--- src/rtl/traffic_pkg.sv ---
// Shared light encodings, fault codes and monitor states for the traffic phase monitor.
package traffic_pkg;

    localparam logic [3:0] CAR_RED    = 4'b1000;
    localparam logic [3:0] CAR_YELLOW = 4'b0100;
    localparam logic [3:0] CAR_LEFT   = 4'b1010;
    localparam logic [3:0] CAR_GREEN  = 4'b0001;

    localparam logic [1:0] WALK_RED   = 2'b10;
    localparam logic [1:0] WALK_GREEN = 2'b01;
    localparam logic [1:0] WALK_OFF   = 2'b00;

    typedef enum logic [2:0] {
        FLT_NONE        = 3'd0,
        FLT_ILLEGAL     = 3'd1,
        FLT_CONFLICT    = 3'd2,
        FLT_TRANSITION  = 3'd3,
        FLT_YEL_TIMEOUT = 3'd4
    } fault_code_t;

    typedef enum logic [1:0] {
        MON_IDLE  = 2'd0,
        MON_RUN   = 2'd1,
        MON_FAULT = 2'd2
    } mon_state_t;

    function automatic logic car_legal(input logic [3:0] code);
        return (code == CAR_RED) || (code == CAR_YELLOW) ||
               (code == CAR_LEFT) || (code == CAR_GREEN);
    endfunction

    function automatic logic walk_legal(input logic [1:0] code);
        return code != 2'b11;
    endfunction

endpackage

--- src/rtl/traffic_path_tracker.sv ---
// Per-path sample history, dwell counter, pedestrian countdown and per-path fault flags.
module traffic_path_tracker
    import traffic_pkg::*;
#(
    parameter int YEL_MAX        = 8,
    parameter int WALK_GREEN_LEN = 14,
    parameter int CNT_W          = 7
) (
    input  logic             clk,
    input  logic             rst_n,
    input  logic [3:0]       car,
    input  logic [1:0]       walk,
    input  logic             gate_open,
    output logic [CNT_W-1:0] dwell,
    output logic [3:0]       walk_remain,
    output logic             code_bad,
    output logic             car_go,
    output logic             walk_go,
    output logic             trans_bad,
    output logic             yel_timeout
);

    localparam logic [CNT_W-1:0] DWELL_MAX = '1;
    localparam logic [CNT_W-1:0] YEL_LIMIT = CNT_W'(YEL_MAX - 1);
    localparam logic [3:0]       WALK_LOAD = 4'(WALK_GREEN_LEN - 1);

    logic [3:0]       prev_car_reg;
    logic [1:0]       prev_walk_reg;
    logic [CNT_W-1:0] dwell_reg, dwell_next;
    logic [3:0]       walk_remain_reg, walk_remain_next;
    logic             move_ok;

    always_comb begin
        dwell_next = dwell_reg;
        if (car != prev_car_reg)
            dwell_next = '0;
        else if (dwell_reg != DWELL_MAX)
            dwell_next = dwell_reg + CNT_W'(1);
    end

    always_comb begin
        walk_remain_next = '0;
        if (walk == WALK_GREEN) begin
            if (prev_walk_reg != WALK_GREEN)
                walk_remain_next = WALK_LOAD;
            else if (walk_remain_reg != 4'd0)
                walk_remain_next = walk_remain_reg - 4'd1;
        end
    end

    // RED->YELLOW is only a legal shortcut under a VIP or night override.
    always_comb begin
        move_ok = 1'b0;
        case (prev_car_reg)
            CAR_GREEN, CAR_LEFT: move_ok = (car == CAR_YELLOW);
            CAR_RED:             move_ok = (car == CAR_GREEN) || ((car == CAR_YELLOW) && gate_open);
            CAR_YELLOW:          move_ok = car_legal(car);
            default:             move_ok = 1'b0;
        endcase
    end

    assign code_bad    = !car_legal(car) || !walk_legal(walk);
    assign car_go      = (car == CAR_GREEN) || (car == CAR_LEFT);
    assign walk_go     = (walk == WALK_GREEN);
    assign trans_bad   = (car != prev_car_reg) && !move_ok;
    // dwell_next counts the current sample, so this fires on the YEL_MAX-th yellow sample.
    assign yel_timeout = (car == CAR_YELLOW) && (dwell_next >= YEL_LIMIT);

    always_ff @(posedge clk or negedge rst_n) begin
        if (!rst_n) begin
            prev_car_reg    <= CAR_RED;
            prev_walk_reg   <= WALK_RED;
            dwell_reg       <= '0;
            walk_remain_reg <= '0;
        end else begin
            prev_car_reg    <= car;
            prev_walk_reg   <= walk;
            dwell_reg       <= dwell_next;
            walk_remain_reg <= walk_remain_next;
        end
    end

    assign dwell       = dwell_reg;
    assign walk_remain = walk_remain_reg;

endmodule

--- src/rtl/traffic_phase_monitor.sv ---
// Two-path light monitor: cross-path conflict check, fault priority and the IDLE/RUN/FAULT FSM.
module traffic_phase_monitor
    import traffic_pkg::*;
#(
    parameter int YEL_MAX        = 8,
    parameter int WALK_GREEN_LEN = 14,
    parameter int CNT_W          = 7
) (
    input  logic             clk,
    input  logic             start,
    input  logic [3:0]       car_a,
    input  logic [1:0]       walk_a,
    input  logic [3:0]       car_b,
    input  logic [1:0]       walk_b,
    input  logic             isvip,
    input  logic             isnight,
    input  logic             clear_fault,
    output logic             safe_mode,
    output logic [2:0]       fault_code,
    output logic             fault_path,
    output logic [CNT_W-1:0] dwell_a,
    output logic [CNT_W-1:0] dwell_b,
    output logic [3:0]       walk_remain_a,
    output logic [3:0]       walk_remain_b
);

    logic [3:0]       car_in [2];
    logic [1:0]       walk_in [2];
    logic [CNT_W-1:0] dwell_arr [2];
    logic [3:0]       walk_remain_arr [2];
    logic [1:0]       code_bad, car_go, walk_go, trans_bad, yel_timeout;
    logic             gate_open, conflict;

    mon_state_t  state_reg, state_next;
    fault_code_t fault_code_reg, fault_code_next, fault_sel;
    logic        fault_path_reg, fault_path_next, path_sel;

    assign car_in[0]  = car_a;
    assign car_in[1]  = car_b;
    assign walk_in[0] = walk_a;
    assign walk_in[1] = walk_b;
    assign gate_open  = isvip | isnight;

    generate
        for (genvar gi = 0; gi < 2; gi++) begin : g_path
            traffic_path_tracker #(
                .YEL_MAX        (YEL_MAX),
                .WALK_GREEN_LEN (WALK_GREEN_LEN),
                .CNT_W          (CNT_W)
            ) u_tracker (
                .clk         (clk),
                .rst_n       (start),
                .car         (car_in[gi]),
                .walk        (walk_in[gi]),
                .gate_open   (gate_open),
                .dwell       (dwell_arr[gi]),
                .walk_remain (walk_remain_arr[gi]),
                .code_bad    (code_bad[gi]),
                .car_go      (car_go[gi]),
                .walk_go     (walk_go[gi]),
                .trans_bad   (trans_bad[gi]),
                .yel_timeout (yel_timeout[gi])
            );
        end
    endgenerate

    assign conflict = (&car_go) || (|(car_go & walk_go));

    // Class priority conflict > illegal > transition > timeout; path A wins within a class.
    always_comb begin
        fault_sel = FLT_NONE;
        path_sel  = 1'b0;
        if (conflict) begin
            fault_sel = FLT_CONFLICT;
        end else if (|code_bad) begin
            fault_sel = FLT_ILLEGAL;
            path_sel  = !code_bad[0];
        end else if (|trans_bad) begin
            fault_sel = FLT_TRANSITION;
            path_sel  = !trans_bad[0];
        end else if (|yel_timeout) begin
            fault_sel = FLT_YEL_TIMEOUT;
            path_sel  = !yel_timeout[0];
        end
    end

    always_comb begin
        state_next      = state_reg;
        fault_code_next = fault_code_reg;
        fault_path_next = fault_path_reg;
        case (state_reg)
            MON_IDLE: state_next = MON_RUN;
            MON_RUN: begin
                if (fault_sel != FLT_NONE) begin
                    state_next      = MON_FAULT;
                    fault_code_next = fault_sel;
                    fault_path_next = path_sel;
                end
            end
            MON_FAULT: begin
                if (clear_fault) begin
                    state_next      = MON_IDLE;
                    fault_code_next = FLT_NONE;
                    fault_path_next = 1'b0;
                end
            end
            default: state_next = MON_IDLE;
        endcase
    end

    always_ff @(posedge clk or negedge start) begin
        if (!start) begin
            state_reg      <= MON_IDLE;
            fault_code_reg <= FLT_NONE;
            fault_path_reg <= 1'b0;
        end else begin
            state_reg      <= state_next;
            fault_code_reg <= fault_code_next;
            fault_path_reg <= fault_path_next;
        end
    end

    assign safe_mode     = (state_reg == MON_FAULT);
    assign fault_code    = fault_code_reg;
    assign fault_path    = fault_path_reg;
    assign dwell_a       = dwell_arr[0];
    assign dwell_b       = dwell_arr[1];
    assign walk_remain_a = walk_remain_arr[0];
    assign walk_remain_b = walk_remain_arr[1];

endmodule

--- config.mk ---
export PLATFORM = sky130hd
export DESIGN_NAME = traffic_phase_monitor
export DESIGN_NICKNAME = d
export VERILOG_FILES = /design/src/rtl/traffic_pkg.sv /design/src/rtl/traffic_path_tracker.sv /design/src/rtl/traffic_phase_monitor.sv
export SDC_FILE = /design/constraint.sdc
export NUM_CORES = 1
export LEC_CHECK = 0
export ABC_AREA = 0
export CAP_MARGIN = 20
export CORE_ASPECT_RATIO = 0.5
export CORE_MARGIN = 2
export CORE_UTILIZATION = 51
export DETAILED_ROUTE_END_ITERATION = 8
export PLACE_DENSITY = 0.87
export SYNTH_ARGS = -nofsm -noshare
export SYNTH_HDL_FRONTEND = slang
export SYNTH_SLANG_ARGS = --single-unit
--- constraint.sdc ---
create_clock -name clk -period 2.9 [get_ports clk]
set_input_delay 0.725 -clock clk [delete_from_list [all_inputs] [get_ports clk]]
set_output_delay 0.725 -clock clk [all_outputs]
set_load 0.05 [all_outputs]
### Word-level counts from Yosys, hierarchy flattened

Index checks and enable logic that the tools add are counted.

* add/subtract/negate cells: 4
* magnitude comparators: 2
* eq/ne operators: 30
* muxes and demuxes: 29
* bitwise operators: 2
* reductions and logical operators: 42

Operators with widths (number)
* $eq A4 B4 Y1 const B: 8
* $mux W7: 4
* $mux W4: 6
* $mux W3: 6
* $eq A4 B1 Y1 const B: 4
* $eq A4 B3 Y1 const B: 4
* $add A7 B1 Y7 const B: 2
* $ge A7 B3 Y1 const B: 2
* $ne A7 B7 Y1 const B: 2
* $logic_or A1 B1 Y1: 13
* $reduce_or A2 Y1: 6
* $logic_not A1 Y1: 9
* $ne A2 B2 Y1 const B: 4
* $ne A4 B4 Y1: 2
* $reduce_bool A4 Y1: 2
* $sub A4 B1 Y4 const B: 2
* $eq A2 B1 Y1 const B: 3
* $logic_and A1 B1 Y1: 6
* $mux W1: 6
* $pmux W1 S3: 2
* $pmux W2 S3: 1
* $pmux W3 S2: 1
* $mux W2: 2
* $ne A2 B1 Y1 const B: 2
* 9 further kinds: 10

* bits in registers: 40
* bits of input ports: 17
* word-level logic and storage cells: 120

### Logic depth before layout (Yosys ltp)

Gate-level depths: netlist of run 1.

* depth after elaboration: 14
* depth in mapped cells: 8
* mapped depth without buffers: 7

### Cells and area by module

A second synthesis of run 1 with hierarchy kept.

* cell total of the unflattened synthesis: 222
* area total of the unflattened synthesis: 2313.5 sq um

By module, submodules not included
* traffic_path_tracker: instances 2, cells each 89, area each 962.2 sq um, seq. area each 427.9 sq um
* traffic_phase_monitor: instances 1, cells each 44, area each 389.1 sq um, seq. area each 150.1 sq um

### Worst setup path before layout of run 1

OpenSTA, ideal clock, no wires.

* kind: input to register
* from: input port car_b[0]
* to: register fault_code_reg[1] (netlist: fault_code[1])
* arrival time: 2664 ps
* path slack: 140 ps
* cell stages on the path: 6
* path through: or4b_4 > or3b_1 > a311o_1 > a211oi_4 > a31oi_2 > o32ai_2

* word-level cells in the longest chain between the ends: 14
* elaborated cells between the ends (all ways): 35
* classes of those cells: order compare: 1; eq/ne: 6; mux: 8; bitwise: 1; reduce/logical: 19

RTL lines
* start, declared: line traffic_phase_monitor.sv:13 `input logic [3:0] car_b,`
* parallel branches: the longest is 10 deep, another holds $ge A7 B3 Y1
* $mux W3 (*): line traffic_phase_monitor.sv:73 `if (conflict) begin`
* $reduce_bool A3 Y1: line traffic_phase_monitor.sv:94 `if (fault_sel != FLT_NONE) begin`
* $ne A2 B2 Y1 (no source line)
* $reduce_and A3 Y1 (no source line)
* end signal, assigned: line traffic_phase_monitor.sv:118 `fault_code_reg <= fault_code_next;`
* end, declared: line traffic_phase_monitor.sv:35 `fault_code_t fault_code_reg, fault_code_next, fault_sel;`

Mark *: on every way between the ends. The select of a mux whose other input is x is not followed.
A chain may end at the register's enable or synchronous reset.

### Worst setup path after layout of run 1

* from: input port car_b[0]
* to: register state_reg[1]

* word-level cells in the longest chain between the ends: 14
* elaborated cells between the ends (all ways): 33
* classes of those cells: order compare: 1; eq/ne: 6; mux: 6; bitwise: 1; reduce/logical: 19

RTL lines
* parallel branches: the longest is 10 deep, another holds $ge A7 B3 Y1
* $mux W3 (*): line traffic_phase_monitor.sv:73
* $reduce_bool A3 Y1 (*): line traffic_phase_monitor.sv:94
* $ne A2 B2 Y1 (no source line) (*)
* $reduce_and A2 Y1 (no source line) (*)
* end signal, assigned: line traffic_phase_monitor.sv:117 `state_reg <= state_next;`
* end, declared: line traffic_phase_monitor.sv:34 `mon_state_t state_reg, state_next;`

Mark *: on every way between the ends.

==> results.ini, run 1 <==
[outcome]
run_status=completed

[setup_path]
timing.critical_path.fanout_max=3
path_class=input pin to register
required_ns=3.08
r2r_setup_slack_ns=0.37
slowest_delay_ns=0.53
crit_end_category=register
critPathArrivalTime_ns=3.00
reg2reg_from=g_path[0].u_tracker.dwell[0]
crit_start_category=input pin
worst_path_max_delay_cell=sky130_fd_sc_hd__or4b_4
critical_path.top_delay_family=simple AND/OR/NAND/NOR gates
cp-startpoint=car_b[0]
critPathBufInv=1
worstPathCellList=dlygate4sd2_1 > or4b_4 > or3b_1 > a311o_1 > a211oi_4 > nand4_1 > a22o_1
reg2reg_to=fault_code[2]
reg2reg_depth=7

[placed_design]
buffer_ports.inserted=43
dp_hpwl_um=3810
global_placer_s_final_weighted_congestion=0.843

[clocking]
clk_transition_reported_paths_ns=0.07
htreeDepth=2
worst_skew_pair.late_latency_ns=0.30
cts_num_sinks=40
clockRootBuffer=sky130_fd_sc_hd__clkbuf_8
clockBufferDepth=2
cts-buffers-inserted=5
clock_tree_from_tritoncts=yes

[min_path]
hold_class=register to register
min_delay_path_depth=1
hold_path_startpoint=state_reg[1]
timing.hold.worst_endpoint=state_reg[0]

[global_route]
grt_pass1_vias=1935
grt_use_total=0.248
grt_antenna_before_repair=0
global_route_wire_length_before_repair_um=9120
globalRouteOverflowTotal=0
grt_start_max_net_pins=41

[flow_run]
max_cap_viol=0

[floorplanning]
core_area_um2=3980
die_outline_area_um2=4810
effective_utilization_at_floorplan=0.543
floorplan.die.height_um=50.1
dieWidth_um=96.1
io-pin-count=44
num_rows=16

[detailed_routing]
drt-wirelength-per-cell_um=16.0
ant_nets=0
drtIter0Drc=98
drt_pre_antenna_iters=4
met3_wirelength_um=274
top_signal_layer_used=met4
vias_per_cell=5.98
totalWireLength_um=5440
post-route-drc-count=0
met2_wirelength_um=2710
routed_length_on_met1_um=2370
vias=2033

[pwr]
power_leakage_uw=0.00120
p_total_uw=1500
worst_ir_drop_on_vdd_mv=0.361
power-per-cell-area_nw_per_um2=516

[timing]
worst_slew_pin_slew_ns=0.886
maxClockFrequency_mhz=355
rsz0062_at_grt=false
hold_vio_cnt_final=0
max_transition_margin=0.409
fin_worst_skew_ns=0.00645
post-route-period-util=0.970
min_period_ns=2.81
final_setup_violation_count=0
final-max-slew-violation-count=0
worst_hold_slack_ns=0.496

[yosys]
synth-async-reset-ratio=1.00
ys.warnings.count=0
postSynthNetCount=238
syn-cell-area_um2=2160
synth.yosys.seq_area_share=0.465
synth_enable_flop_cells=0
netlist-cell-type-count=50
ys_dominant_reg_cell=sky130_fd_sc_hd__dfrtp_1
syn_avg_cell_area_um2=9.88
synthesis.instances=219
ys_seq_elements=40

[layout]
footprint_of_the_multi_input_gates_um2=1150
flow.area_growth_from_synthesis_pct=34.8
fin_nets=304
largest_register_ff_count=14
drive_above_1_share=0.161
num-fill-cells=278
highest_count_cells_in_the_layout_ignoring_fill_and_taps=38 x sky130_fd_sc_hd__clkdlybuf4s50_1, 36 x sky130_fd_sc_hd__dfrtp_1, 25 x sky130_fd_sc_hd__nor2_1
antennaDiodeCount=0
seq_area_um2=1010
mostFrequentLayoutCell=sky130_fd_sc_hd__clkdlybuf4s50_1

[cells in the mapped netlist, types with 5 or more instances]
master                      n  area, µm²
sky130_fd_sc_hd__dfrtp_1   36        901
sky130_fd_sc_hd__nor2_1    25       93.8
sky130_fd_sc_hd__nand2_1   14       52.6
sky130_fd_sc_hd__a21oi_1   13       65.1
sky130_fd_sc_hd__nor3_1    12       60.1
sky130_fd_sc_hd__o21ai_0    8       40.0
sky130_fd_sc_hd__xnor2_1    8       70.1
sky130_fd_sc_hd__a31oi_1    6       37.5
sky130_fd_sc_hd__nor2b_1    6       37.5
sky130_fd_sc_hd__mux2i_1    5       50.1
sky130_fd_sc_hd__nand2b_1   5       31.3
sky130_fd_sc_hd__nand3_1    5       25.0
sky130_fd_sc_hd__nand4_1    5       31.3
sky130_fd_sc_hd__o31a_1     5       43.8
sky130_fd_sc_hd__xor2_1     5       43.8
[power by group]
group / total, µW / internal [µW] / leakage (µW) / switching (µW)
Sequential: 650 / 604 / 0.000515 / 45.9
Combinational: 401 / 163 / 0.000633 / 238
Clock: 453 / 255 / 0.0000552 / 198
[logic make-up (layout without fill, tap and decap cells)]
group | count (synthesis) | count (layout) | synth area share
buf+inv | 6 | 73 | 0.0104
fa+ha+maj | 2 | 2 | 0.0116
mux | 5 | 5 | 0.0231
flops | 40 | 40 | 0.465
simple gates | 95 | 95 | 0.241
xor+xnor | 13 | 13 | 0.0526
compound gates | 58 | 58 | 0.196
[worst reg2reg max path, stage by stage (launching register included)]
cell	delay [ns]
sky130_fd_sc_hd__dfrtp_1	0.48
sky130_fd_sc_hd__ha_1	0.26
sky130_fd_sc_hd__nand2_1	0.12
sky130_fd_sc_hd__o31a_1	0.31
sky130_fd_sc_hd__o311ai_0	0.50
sky130_fd_sc_hd__a21boi_0	0.31
sky130_fd_sc_hd__o21ba_2	0.27
sky130_fd_sc_hd__nor3_1	0.19
[worst max path at each step]
stage	end	slack, ns	depth (start not counted)
finish	state_reg[1]	0.09	7
floorplan	fault_code[1]	0.14	6
detailed placement	fault_code[0]	-0.37	7
global placement	fault_code[1]	-0.32	7
global route	state_reg[1]	0.0003	7
CTS	state_reg[1]	0.09	8
[cell type report]
class / count / area share
Clock inverter: 2 / 0.0120
Timing Repair Buffer: 61 / 0.194
Sequential cell: 40 / 0.345
Clock buffer: 6 / 0.0249
Multi-Input combinational cell: 173 / 0.396
Tap cell: 54 / 0.0232
Inverter: 4 / 0.00515
[per-stage QoR]
| step | util | TNS (ns) | cell area (µm²) | setup slack [ns] | instances |
|---|---|---|---|---|---|
| after floorplan | - | 0 | 2160 | 0.140 | 219 |
| after global placement | 0.697 | -1.62 | 2780 | -0.325 | 331 |
| after detailed placement | 0.697 | -1.92 | 2780 | -0.373 | 331 |
| after CTS | 0.731 | 0 | 2910 | 0.0923 | 340 |
| after global routing | 0.732 | 0 | 2920 | 0.000305 | 340 |
| final | 0.732 | 0 | 2920 | 0.0862 | 340 |
[layer usage]
| metal | track usage | up-vias |
|---|---|---|
| met4 | 0.0667 | 0 |
| li1 | - | 958 |
| met3 | 0.0642 | 10 |
| met1 | 0.324 | 1000 |
| met5 | 0 | - |
| met2 | 0.411 | 65 |
[timing repair]
| item | in CTS | in global routing |
|---|---|---|
| resized for setup | 9 | 1 |
| pin swaps | 6 | 2 |
| setup endpoints to repair | 4 | 3 |
| setup buffers | 1 | 0 |
| gates cloned | 0 | 0 |
| hold buffers | 0 | 0 |
(Power assumes the default switching activity.)
==> run 2: changes to the inputs <==
- clock period: 2.9 -> 3.2 ns (I/O delays scaled with it)
==> run 2 against run 1 <==
Against the previous run: die area is the same; combinational power shrank 9.5%; global-route usage shrank 1.2 points; first-iteration DRC count grew 8.2%; critical endpoint is now fault_code[0].
==> results.ini, run 2 (same netlist as run 1, synthesis figures left out) <==
[outcome]
run_status=completed

[timing]
min_period_ns=3.13
totalNegativeSetupSlack_ns=0
worst_slew_pin_slew_ns=0.868
fin_worst_skew_ns=0.00657
final-max-slew-violation-count=0
rsz0062_at_grt=false
hold_vio_cnt_final=0
post-route-period-util=0.979
maxClockFrequency_mhz=319
final_setup_violation_count=0
max_transition_margin=0.421

[layout]
footprint_of_the_multi_input_gates_um2=1140
antennaDiodeCount=0
num-fill-cells=290
drive_above_1_share=0.137
flow.area_growth_from_synthesis_pct=33.5
finalInstanceArea_um2=2890
highest_count_cells_in_the_layout_ignoring_fill_and_taps=42 x sky130_fd_sc_hd__clkdlybuf4s50_1, 36 x sky130_fd_sc_hd__dfrtp_1, 25 x sky130_fd_sc_hd__nor2_1
mostFrequentLayoutCell=sky130_fd_sc_hd__clkdlybuf4s50_1
largest_register_ff_count=14
fin_nets=296
seq_area_um2=1010

[detailed_routing]
ant_nets=0
vias=1905
post-route-drc-count=0
totalWireLength_um=5110
drt-wirelength-per-cell_um=15.4
vias_per_cell=5.74
drtIter0Drc=106
drt_pre_antenna_iters=4

[setup_path]
critPathArrivalTime_ns=3.34
reg2reg_to=fault_code[1]
crit_end_category=register
reg2reg_from=g_path[0].u_tracker.dwell[0]
crit_start_category=input pin
timing.critical_path.fanout_max=4
r2r_setup_slack_ns=0.47
reg2reg_depth=7
required_ns=3.41
path_class=input pin to register

[pwr]
power_frac_comb=0.238
p_total_uw=1520
proportion_of_total_power_due_to_net_switching=0.292
power-per-cell-area_nw_per_um2=528
p_int_uw=1080
part_of_the_power_in_registers=0.386
power_leakage_uw=0.00117
sw_power_uw=446
clkPwrFrac=0.376
worst_ir_drop_on_vdd_mv=0.380

[clocking]
worst_skew_pair.late_latency_ns=0.30
htreeDepth=2
cts_num_sinks=40
clock_tree_from_tritoncts=yes
clockBufferDepth=2
cts-hold-fix-buffers=0
clockRootBuffer=sky130_fd_sc_hd__clkbuf_8
clk_transition_reported_paths_ns=0.08
postCtsSetupBuffers=0
cts-buffers-inserted=5

[floorplanning]
effective_utilization_at_floorplan=0.543
dieWidth_um=96.1
io-pin-count=44
floorplan.die.height_um=50.1
core_area_um2=3980
num_rows=16
die_outline_area_um2=4810

[global_route]
grt_pass1_vias=1868
global_route_wire_length_before_repair_um=8650
globalRouteOverflowTotal=0
grt_use_total=0.237
grt_start_max_net_pins=41
grt_antenna_before_repair=0

[min_path]
timing.hold.worst_endpoint=state_reg[0]
hold_class=register to register
hold_path_startpoint=state_reg[1]
min_delay_path_depth=1

[placed_design]
dpl_cell_area_um2=2720
global_placer_s_final_weighted_congestion=0.855
buffer_ports.inserted=43
dp_hpwl_um=3490

[flow_run]
max_cap_viol=0

## run 2: critical path, cell delays in order
cell and delay (ns):
sky130_fd_sc_hd__clkdlybuf4s50_1 0.42, sky130_fd_sc_hd__or4b_4 0.54, sky130_fd_sc_hd__or3b_1 0.36, sky130_fd_sc_hd__a311o_1 0.41, sky130_fd_sc_hd__a211oi_4 0.31, sky130_fd_sc_hd__a31oi_2 0.22
sky130_fd_sc_hd__o31ai_2 0.29
## run 2: area by class of cell
class	instances	area share
clock inverter	3	0.0312
timing repair buffer	53	0.173
inverter	4	0.00520
tap	54	0.0234
sequential	40	0.348
multi-input combinational	173	0.395
clock buffer	5	0.0238
## run 2: power groups by stage
| stage | logic (µW) | registers, µW | clock network [µW] |
|---|---|---|---|
| after floorplan | 149 | 659 | 0 |
| after global placement | 336 | 595 | 0 |
| after detailed placement | 344 | 596 | 0 |
| after CTS | 354 | 586 | 577 |
| after global routing | 386 | 594 | 603 |
| final | 363 | 588 | 573 |
## run 2: worst max-delay path by stage
stage	cells past startpoint	slack, ns	endpoint	from
2_1_floorplan	6	0.37	fault_code[1]	car_b[0]
3_3_place_gp	7	-0.12	fault_code[1]	car_b[0]
4_1_cts	7	0.08	fault_code[0]	car_b[0]
3_5_place_dp	7	-0.16	fault_code[1]	car_b[0]
5_1_grt	8	0.006	fault_code[0]	car_b[2]
6_report	7	0.07	fault_code[0]	car_b[0]
## run 2: per-stage QoR
stage | hold WS, ns | utilization | setup slack, ns | std cells
floorplan | 0.448 | - | 0.365 | 219
finish | 0.509 | 0.725 | 0.0658 | 332
CTS | 0.508 | 0.724 | 0.0751 | 332
global placement | 0.486 | 0.684 | -0.120 | 324
global route | 0.553 | 0.725 | 0.00572 | 332
detailed placement | 0.509 | 0.684 | -0.158 | 324
## run 2: repair_timing
action,in CTS,in global routing
endpoints found under the setup margin,0,1
resized for setup,0,1
hold endpoints to repair,0,0
## run 2: layer usage
metal | vias to the layer above | GRT usage | wire length, µm
met5 | - | 0 | 0
met4 | 0 | 0.0738 | 68
met3 | 8 | 0.0749 | 274
met2 | 49 | 0.372 | 2420
met1 | 911 | 0.313 | 2350
li1 | 937 | - | -
==> run 3: changes to the inputs <==
--- a/config.mk
+++ b/config.mk
@@ -14,2 +14,3 @@
 export PLACE_DENSITY = 0.87
+export SKIP_CTS_REPAIR_TIMING = 1
 export SYNTH_ARGS = -nofsm -noshare
--- a/constraint.sdc
+++ b/constraint.sdc
@@ -3,2 +3,2 @@
 set_output_delay 0.8 -clock clk [all_outputs]
-set_load 0.05 [all_outputs]
+set_load 0.01 [all_outputs]
==> results of run 3 <==
Same layout as run 2 (identical final DEF). Status: completed.
Main changes from that run: total power 1520 µW -> 1450 µW; worst IR drop on VDD 0.380 mV -> 0.346 mV
